`src/rtl/period_meter_if.sv`:
```
// ============================================================================
// period_meter_if : counter/signal inputs and period result handshake bundle
// Revision 1.0
// ============================================================================
`default_nettype none

interface period_meter_if #(
    parameter int unsigned WIDTH = 32
);
    logic [WIDTH-1:0] counter_in;
    logic             sig_in;
    logic             enable;
    logic [WIDTH-1:0] period_out;
    logic             period_valid;
    logic             period_ready;
    logic             overrun;
    logic             timeout;

    modport master (
        input  counter_in, sig_in, enable, period_ready,
        output period_out, period_valid, overrun, timeout
    );

    modport slave (
        output counter_in, sig_in, enable, period_ready,
        input  period_out, period_valid, overrun, timeout
    );
endinterface

`default_nettype wire

```
`src/rtl/period_meter.sv`:
```
// ============================================================================
// period_meter : timestamps rising edges of an async input against a
//                free-running counter and reports the delta between edges
// Revision 1.0
// ============================================================================
`default_nettype none

module period_meter #(
    parameter int unsigned      WIDTH      = 32,
    parameter logic [WIDTH-1:0] MAX_PERIOD = {WIDTH{1'b1}}
) (
    input  logic           clk,
    input  logic           reset,
    period_meter_if.master bus
);

    typedef enum logic [1:0] {
        S_IDLE = 2'd0,
        S_ARM  = 2'd1,
        S_MEAS = 2'd2
    } state_t;

    state_t           state_q;
    logic             s1_q, s2_q, s3_q;
    logic [WIDTH-1:0] stamp_q;
    logic [WIDTH-1:0] period_q;
    logic             valid_q;
    logic             overrun_q;
    logic             timeout_q;

    logic             rise;
    logic [WIDTH-1:0] elapsed;
    logic             over_limit;
    logic             new_result;
    logic             expired;

    assign rise    = s2_q & ~s3_q;
    assign elapsed = bus.counter_in - stamp_q;

    // An all-ones limit can never be exceeded, so skip the comparator entirely
    generate
        if (MAX_PERIOD == {WIDTH{1'b1}}) begin : g_no_timeout
            assign over_limit = 1'b0;
        end else begin : g_timeout
            assign over_limit = (elapsed > MAX_PERIOD);
        end
    endgenerate

    assign new_result = bus.enable && (state_q == S_MEAS) && rise;
    assign expired    = bus.enable && (state_q == S_MEAS) && !rise && over_limit;

    always_ff @(posedge clk or posedge reset) begin
        if (reset) begin
            s1_q <= 1'b0;
            s2_q <= 1'b0;
            s3_q <= 1'b0;
        end else begin
            s1_q <= bus.sig_in;
            s2_q <= s1_q;
            s3_q <= s2_q;
        end
    end

    always_ff @(posedge clk or posedge reset) begin
        if (reset) begin
            state_q   <= S_IDLE;
            stamp_q   <= '0;
            period_q  <= '0;
            valid_q   <= 1'b0;
            overrun_q <= 1'b0;
            timeout_q <= 1'b0;
        end else begin
            // The output register keeps handshaking while disabled so a pending result can drain
            if (new_result) begin
                if (!valid_q || bus.period_ready) begin
                    period_q <= elapsed;
                    valid_q  <= 1'b1;
                end
            end else if (valid_q && bus.period_ready) begin
                valid_q <= 1'b0;
            end

            if (!bus.enable) begin
                state_q   <= S_IDLE;
                overrun_q <= 1'b0;
                timeout_q <= 1'b0;
            end else begin
                if (new_result && valid_q && !bus.period_ready) begin
                    overrun_q <= 1'b1;
                end
                if (expired) begin
                    timeout_q <= 1'b1;
                end
                case (state_q)
                    S_IDLE: state_q <= S_ARM;
                    S_ARM: begin
                        if (rise) begin
                            stamp_q <= bus.counter_in;
                            state_q <= S_MEAS;
                        end
                    end
                    S_MEAS: begin
                        if (rise) begin
                            stamp_q <= bus.counter_in;
                        end else if (expired) begin
                            state_q <= S_ARM;
                        end
                    end
                    default: state_q <= S_IDLE;
                endcase
            end
        end
    end

    assign bus.period_out   = period_q;
    assign bus.period_valid = valid_q;
    assign bus.overrun      = overrun_q;
    assign bus.timeout      = timeout_q;

endmodule

`default_nettype wire

```
`src/flat_wrapper.sv`:
```
// flat-port wrapper written by rule: the top's interface ports become plain ports
module period_meter_flat 
#(
    parameter int unsigned      WIDTH      = 32,
    parameter logic [WIDTH-1:0] MAX_PERIOD = {WIDTH{1'b1}}
)
  (clk, reset, bus_counter_in, bus_sig_in, bus_enable, bus_period_ready, bus_period_out, bus_period_valid, bus_overrun, bus_timeout);
  period_meter_if #(.WIDTH(WIDTH)) bus_i ();
  input  logic clk;
  input  logic reset;
  input wire logic [$bits(bus_i.counter_in)-1:0] bus_counter_in;
  input wire logic [$bits(bus_i.sig_in)-1:0] bus_sig_in;
  input wire logic [$bits(bus_i.enable)-1:0] bus_enable;
  input wire logic [$bits(bus_i.period_ready)-1:0] bus_period_ready;
  output wire logic [$bits(bus_i.period_out)-1:0] bus_period_out;
  output wire logic [$bits(bus_i.period_valid)-1:0] bus_period_valid;
  output wire logic [$bits(bus_i.overrun)-1:0] bus_overrun;
  output wire logic [$bits(bus_i.timeout)-1:0] bus_timeout;
  assign bus_i.counter_in = bus_counter_in;
  assign bus_i.sig_in = bus_sig_in;
  assign bus_i.enable = bus_enable;
  assign bus_i.period_ready = bus_period_ready;
  assign bus_period_out = bus_i.period_out;
  assign bus_period_valid = bus_i.period_valid;
  assign bus_overrun = bus_i.overrun;
  assign bus_timeout = bus_i.timeout;
  period_meter #(.WIDTH(WIDTH), .MAX_PERIOD(MAX_PERIOD)) u_core (.clk(clk), .reset(reset), .bus(bus_i));
endmodule
```
`config.mk`:
```
export PLATFORM = sky130hd
export DESIGN_NAME = period_meter_flat
export DESIGN_NICKNAME = d
export VERILOG_FILES = /design/src/rtl/period_meter_if.sv /design/src/rtl/period_meter.sv /design/src/flat_wrapper.sv
export SDC_FILE = /design/constraint.sdc
export NUM_CORES = 1
export LEC_CHECK = 0
export CAP_MARGIN = 30
export CELL_PAD_IN_SITES_DETAIL_PLACEMENT = 1
export CELL_PAD_IN_SITES_GLOBAL_PLACEMENT = 1
export CORE_MARGIN = 2
export CORE_UTILIZATION = 42
export DETAILED_ROUTE_END_ITERATION = 10
export GPL_TIMING_DRIVEN = 1
export HOLD_SLACK_MARGIN = 0.08
export PLACE_DENSITY_LB_ADDON = 0.1
export SETUP_SLACK_MARGIN = 0.02
export SLEW_MARGIN = 40
export SYNTH_ARGS = -nofsm -noshare
export SYNTH_HDL_FRONTEND = slang
export SYNTH_SLANG_ARGS = --single-unit
```
`constraint.sdc`:
```
create_clock -name clk -period 2.72 [get_ports clk]
set_input_delay 0.68 -clock clk [delete_from_list [all_inputs] [get_ports clk]]
set_output_delay 0.68 -clock clk [all_outputs]
set_load 0.02 [all_outputs]
```
# After elaboration in Yosys (flattened, before gate mapping)
# Cells that the tools add are included.
# classes
addsub,1
n_eq_ne,6
mux,8
bitwise,2
n_reduce_logical,15
# ops
cell,count
subtractor 32 bit,1
case mux 2 bit (3 select lines),1
AND reduction 2 bit,3
logical AND 1 bit,5
two-way mux 1 bit,5
two-way mux 2 bit,2
"!= test 2 bit, second input constant",2
"!= test 3 x 2 -> 1 bit, second input constant",1
AND reduction 3 bit,1
"== test 2 x 1 -> 1 bit, second input constant",1
"== test 2 bit, second input constant",1
logical NOT 1 bit,2
logical NOT 2 bit,1
"!= test 2 x 1 -> 1 bit, second input constant",1
nonzero test 2 bit,1
OR reduction 2 bit,1
bitwise AND 1 bit,1
logical OR 1 bit,1
NOT 1 bit,1
# word_totals
regBits,71
in_bits,37
output_inout_bits,35
word_cells,40

# Longest topological paths before layout
# depth
ltp_word,7
mapped_depth,10
mapped_depth_nobuf,10

# Least setup slack after synthesis
# No wires, ideal clock.
# synth_path
path_kind,input-to-reg
start,input bus_counter_in[0]
end,register u_core.period_q[28] (netlist: u_core.bus.period_out[28])
setup_time_ns,0.065
t_arrival_ns,2.571
setup_slack_ns,0.084
cell_stages,10
path_cell_list,inv_1 ha_1 fa_1 nand2b_1 a21oi_1 o21ai_0 o21ai_1 a41oi_2 nor4_1 a211o_1
# synth_between
elab_chain_len,1
# synth_rtl
element,line,text
from (decl),flat_wrapper.sv:11,input wire logic [$bits(bus_i.counter_in)-1:0] bus_counter_in;
subtractor 32 bit,period_meter.sv:38,assign elapsed = bus.counter_in - stamp_q;
to (signal assigned),period_meter.sv:76,period_q <= elapsed;
to (decl),period_meter.sv:26,logic [WIDTH-1:0] period_q;
# No other way between the ends.
# A chain may end at the register's enable or synchronous reset.

# Worst setup path in the final report
# layout_path
start,input bus_counter_in[3]
end,register u_core.period_q[26] (netlist: u_core.bus.period_out[26])
# Same word-level chain as after synthesis.

==> results.py <==
metrics = {
    "yosys": {
        "synth.distinct_cells": 61,
        "syn_nets": 579,
        "synthAdderAreaFrac": 0.0977,
        "synth-seq-cells": 71,
        "synth_seq_area_share": 0.379,
        "syn_inst": 506,
        "synth_simple_gate_area_frac": 0.151,
        "synthFlopType": "dfrtp_1",
        "synth.cell_area_sq_um": 4690,
        "avgSynthCellArea_sq_um": 9.26,
        "synth_top_family_by_area": "compound AO/OA/AOI/OAI gates",
        "synth_edf_count": 0,
        "yosysWarnings": 0,
        "synthXorXnorAreaFrac": 0.0430,
        "muxShareOfSynthArea": 0.0788,
        "synth_compound_area_frac": 0.180,
        "synthArstFlopShare": 1.00,
    },
    "global_route": {
        "grt_pass1_wl_mm": 23.3,
        "grtUsageTotal": 0.253,
        "grt_overflow": 0,
        "grt_pass1_vias": 4759,
        "antenna_found_initial": 0,
        "grt_max_degree": 29,
    },
    "routing": {
        "wl_met1_mm": 6.06,
        "drc": 0,
        "wl_mm": 14.5,
        "dr.first_iter.drc_count": 114,
        "route.met2.wl_mm": 7.54,
        "via_per_inst": 5.47,
        "first_pass_iters": 6,
        "vias": 4322,
        "wl_met3_um": 488,
        "post_drt_wl_per_cell_um": 18.4,
        "top_layer_used": "met4",
        "drt.antenna.violating_nets": 0,
    },
    "clock_network": {
        "cts_tree": "built",
        "insertion_delay_ns": 0.38,
        "ctsHtreeMaxLevel": 3,
        "cts_root_buffer": "clkbuf_8",
        "clk_path_buf_depth": 2,
        "cts_buffers": 9,
        "path_clk_slew_ns": 0.08,
        "cts_sinks": 71,
        "hold_buffers": 0,
    },
    "pwr": {
        "power.total_w": 0.00777,
        "power.density_nw_per_um2": 1190,
        "leakagePower_nw": 2.96,
        "vdd_ir_drop_max_v": 0.000571,
    },
    "sta": {
        "fin_tns_setup_ns": 0,
        "max_freq_ghz": 0.376,
        "hold_viol": 0,
        "rsz0062_at_grt": "yes",
        "relSlewSlack": 0.593,
        "skew_ns": 0.0130,
        "finalMaxSlewViolations": 0,
        "timing.final.crit_share": 0.977,
        "layout_min_cycle_time_ns": 2.66,
        "finalSetupViolCount": 0,
        "tightest_slew_ns": 0.610,
    },
    "job": {
        "maxCapViolCount": 0,
    },
    "place": {
        "numPortBuffers": 70,
        "dpl_cell_area_sq_um": 6030,
        "dpl.hpwl_mm": 10.5,
        "globalplace.congestion": 0.901,
    },
    "cells_and_area": {
        "multi_input_area_sq_um": 2850,
        "final_util": 0.604,
        "nNetsFinal": 718,
        "seq_area_sq_um": 1780,
        "drive_gt1_frac": 0.288,
        "syn_to_final_growth_pct": 39.8,
        "fillCellCount": 1255,
        "num_antenna_cells": 0,
        "stdcell_area_sq_um": 6550,
    },
    "die": {
        "io_pins": 72,
        "dieArea_sq_um": 12000,
        "core_sq_um": 10800,
        "die_x_um": 110,
        "start_util": 0.432,
        "die_h_um": 110,
        "rows": 38,
    },
    "min_path": {
        "worst_hold_path.num_cells": 0,
        "hp-class": "reg -> reg",
        "hp-start": "u_core.s1_q$_DFF_PP0_",
        "holdPathEnd": "u_core.s2_q$_DFF_PP0_",
    },
    "worst_setup_path": {
        "crit_buf_inv": 1,
        "reg2reg_to": "u_core.bus.period_out[29]$_DFFE_PP0P_",
        "worstPathRequired_ns": 3.03,
        "path_class": "in -> reg",
        "crit_path_max_incr_delay_ns": 0.44,
        "end_kind": "flip-flop",
        "worstPathArrival_ns": 2.97,
        "crit_start": "bus_counter_in[3]",
        "worstPathMaxFanout": 4,
        "rr_worst_depth": 10,
        "cp-start-kind": "input port",
        "slowest_stage": "clkdlybuf4s50_1",
        "reg2reg_slack_ns": 0.18,
        "crit_chain": "clkdlybuf4s50_1 -> ha_1 -> o211ai_1 -> a21o_1 -> a21oi_2 -> o31ai_2 -> a21oi_1 -> or4_1 -> nand3_1",
        "r2r_start": "u_core.stamp_q[1]$_DFFE_PP0P_",
        "crit_family": "compound AO/OA/AOI/OAI gates",
    },
    "run_status": {
        "status": "complete, no violations",
    },
}
-- registers in the layout (all words and copies together) (netlist names) --
| name | count |
|---|---|
| u_core.bus.period_out | 32 |
| u_core.state_q | 2 |
| u_core.s2_q | 1 |
| u_core.s1_q | 1 |
| u_core.s3_q | 1 |
| u_core.bus.period_valid | 1 |
| u_core.stamp_q | 32 |
| u_core.bus.overrun | 1 |
-- Yosys cell counts, types with 11 or more instances --
master,count,share of area
ha_1,35,0.093
nand3_1,13,0.014
mux2_2,31,0.074
xor2_1,11,0.021
nand4_1,16,0.021
o21ai_0,40,0.043
xnor2_1,12,0.022
nor2_1,18,0.014
nand2_1,56,0.045
a21oi_1,37,0.040
inv_1,44,0.035
dfrtp_1,71,0.38
-- placed cells by master, fill, tap and decap left out, drive strengths merged, types with 4 or more instances in the layout --
cell	count
nor2b	7
o21ai	44
ha	35
nand2b	8
xor2	11
a21o	8
a21oi	37
o221ai	4
nand3	13
clkdlybuf4s50	66
nor3	6
xnor2	12
dfrtp	71
o211ai	10
nor2	18
clkinv	4
mux2	31
nand4	16
o21bai	4
nand2	57
buf	84
clkbuf	10
a211oi	4
o21a	8
inv	44
-- layout make-up --
cell class	count	area share
multi-input combinational	365	0.435
sequential	71	0.271
timing repair buffer	154	0.208
tap	140	0.0267
inverter	44	0.0252
clock buffer	10	0.0210
clock inverter	6	0.0128
-- per-stage QoR --
step           cells  hold WS (ns)  setup WS [ns]
3_3_place_gp     771         0.338         -0.382
4_1_cts          788         0.379         0.0206
5_1_grt          790         0.390       -0.00788
6_report         790         0.381         0.0636
2_1_floorplan    506         0.331         0.0838
3_5_place_dp     771         0.348         -0.576
-- timing repair --
item,in CTS,in global routing
setup buffers,1,2
resized for setup,15,44
cloned,0,0
endpoints found under the setup margin,14,20
pin swaps,9,13
-- worst max-delay path by stage --
stage                                             to  slack [ns]  cells past startpoint
2_1_floorplan  u_core.bus.period_out[28]$_DFFE_PP0P_        0.08                     10
3_3_place_gp   u_core.bus.period_out[25]$_DFFE_PP0P_       -0.38                      9
3_5_place_dp   u_core.bus.period_out[28]$_DFFE_PP0P_       -0.58                     11
4_1_cts        u_core.bus.period_out[27]$_DFFE_PP0P_        0.02                      9
5_1_grt        u_core.bus.period_out[29]$_DFFE_PP0P_      -0.008                      9
6_report       u_core.bus.period_out[26]$_DFFE_PP0P_        0.06                      9
-- cells by family after synthesis --
family	Yosys count
compound gates	132
xor+xnor	23
fa+ha+maj	36
buf+inv	70
flops	71
mux	33
other cells	1
simple gates	140
-- where the power goes --
part / switching (W) / internal [W] / total, W
Sequential: 0.000274 / 0.00151 / 0.00179
Combinational: 0.00260 / 0.00241 / 0.00501
Clock: 0.000436 / 0.000538 / 0.000974
Total: 0.00331 / 0.00446 / 0.00777
-- layer usage --
layer  vias to the layer above  global-route usage
met5                         -                   0
met4                         0               0.118
met3                        29              0.0415
met2                        89               0.457
met1                      2147               0.290
li1                       2057                   -
No activity file was read; power rests on OpenSTA's default activity.
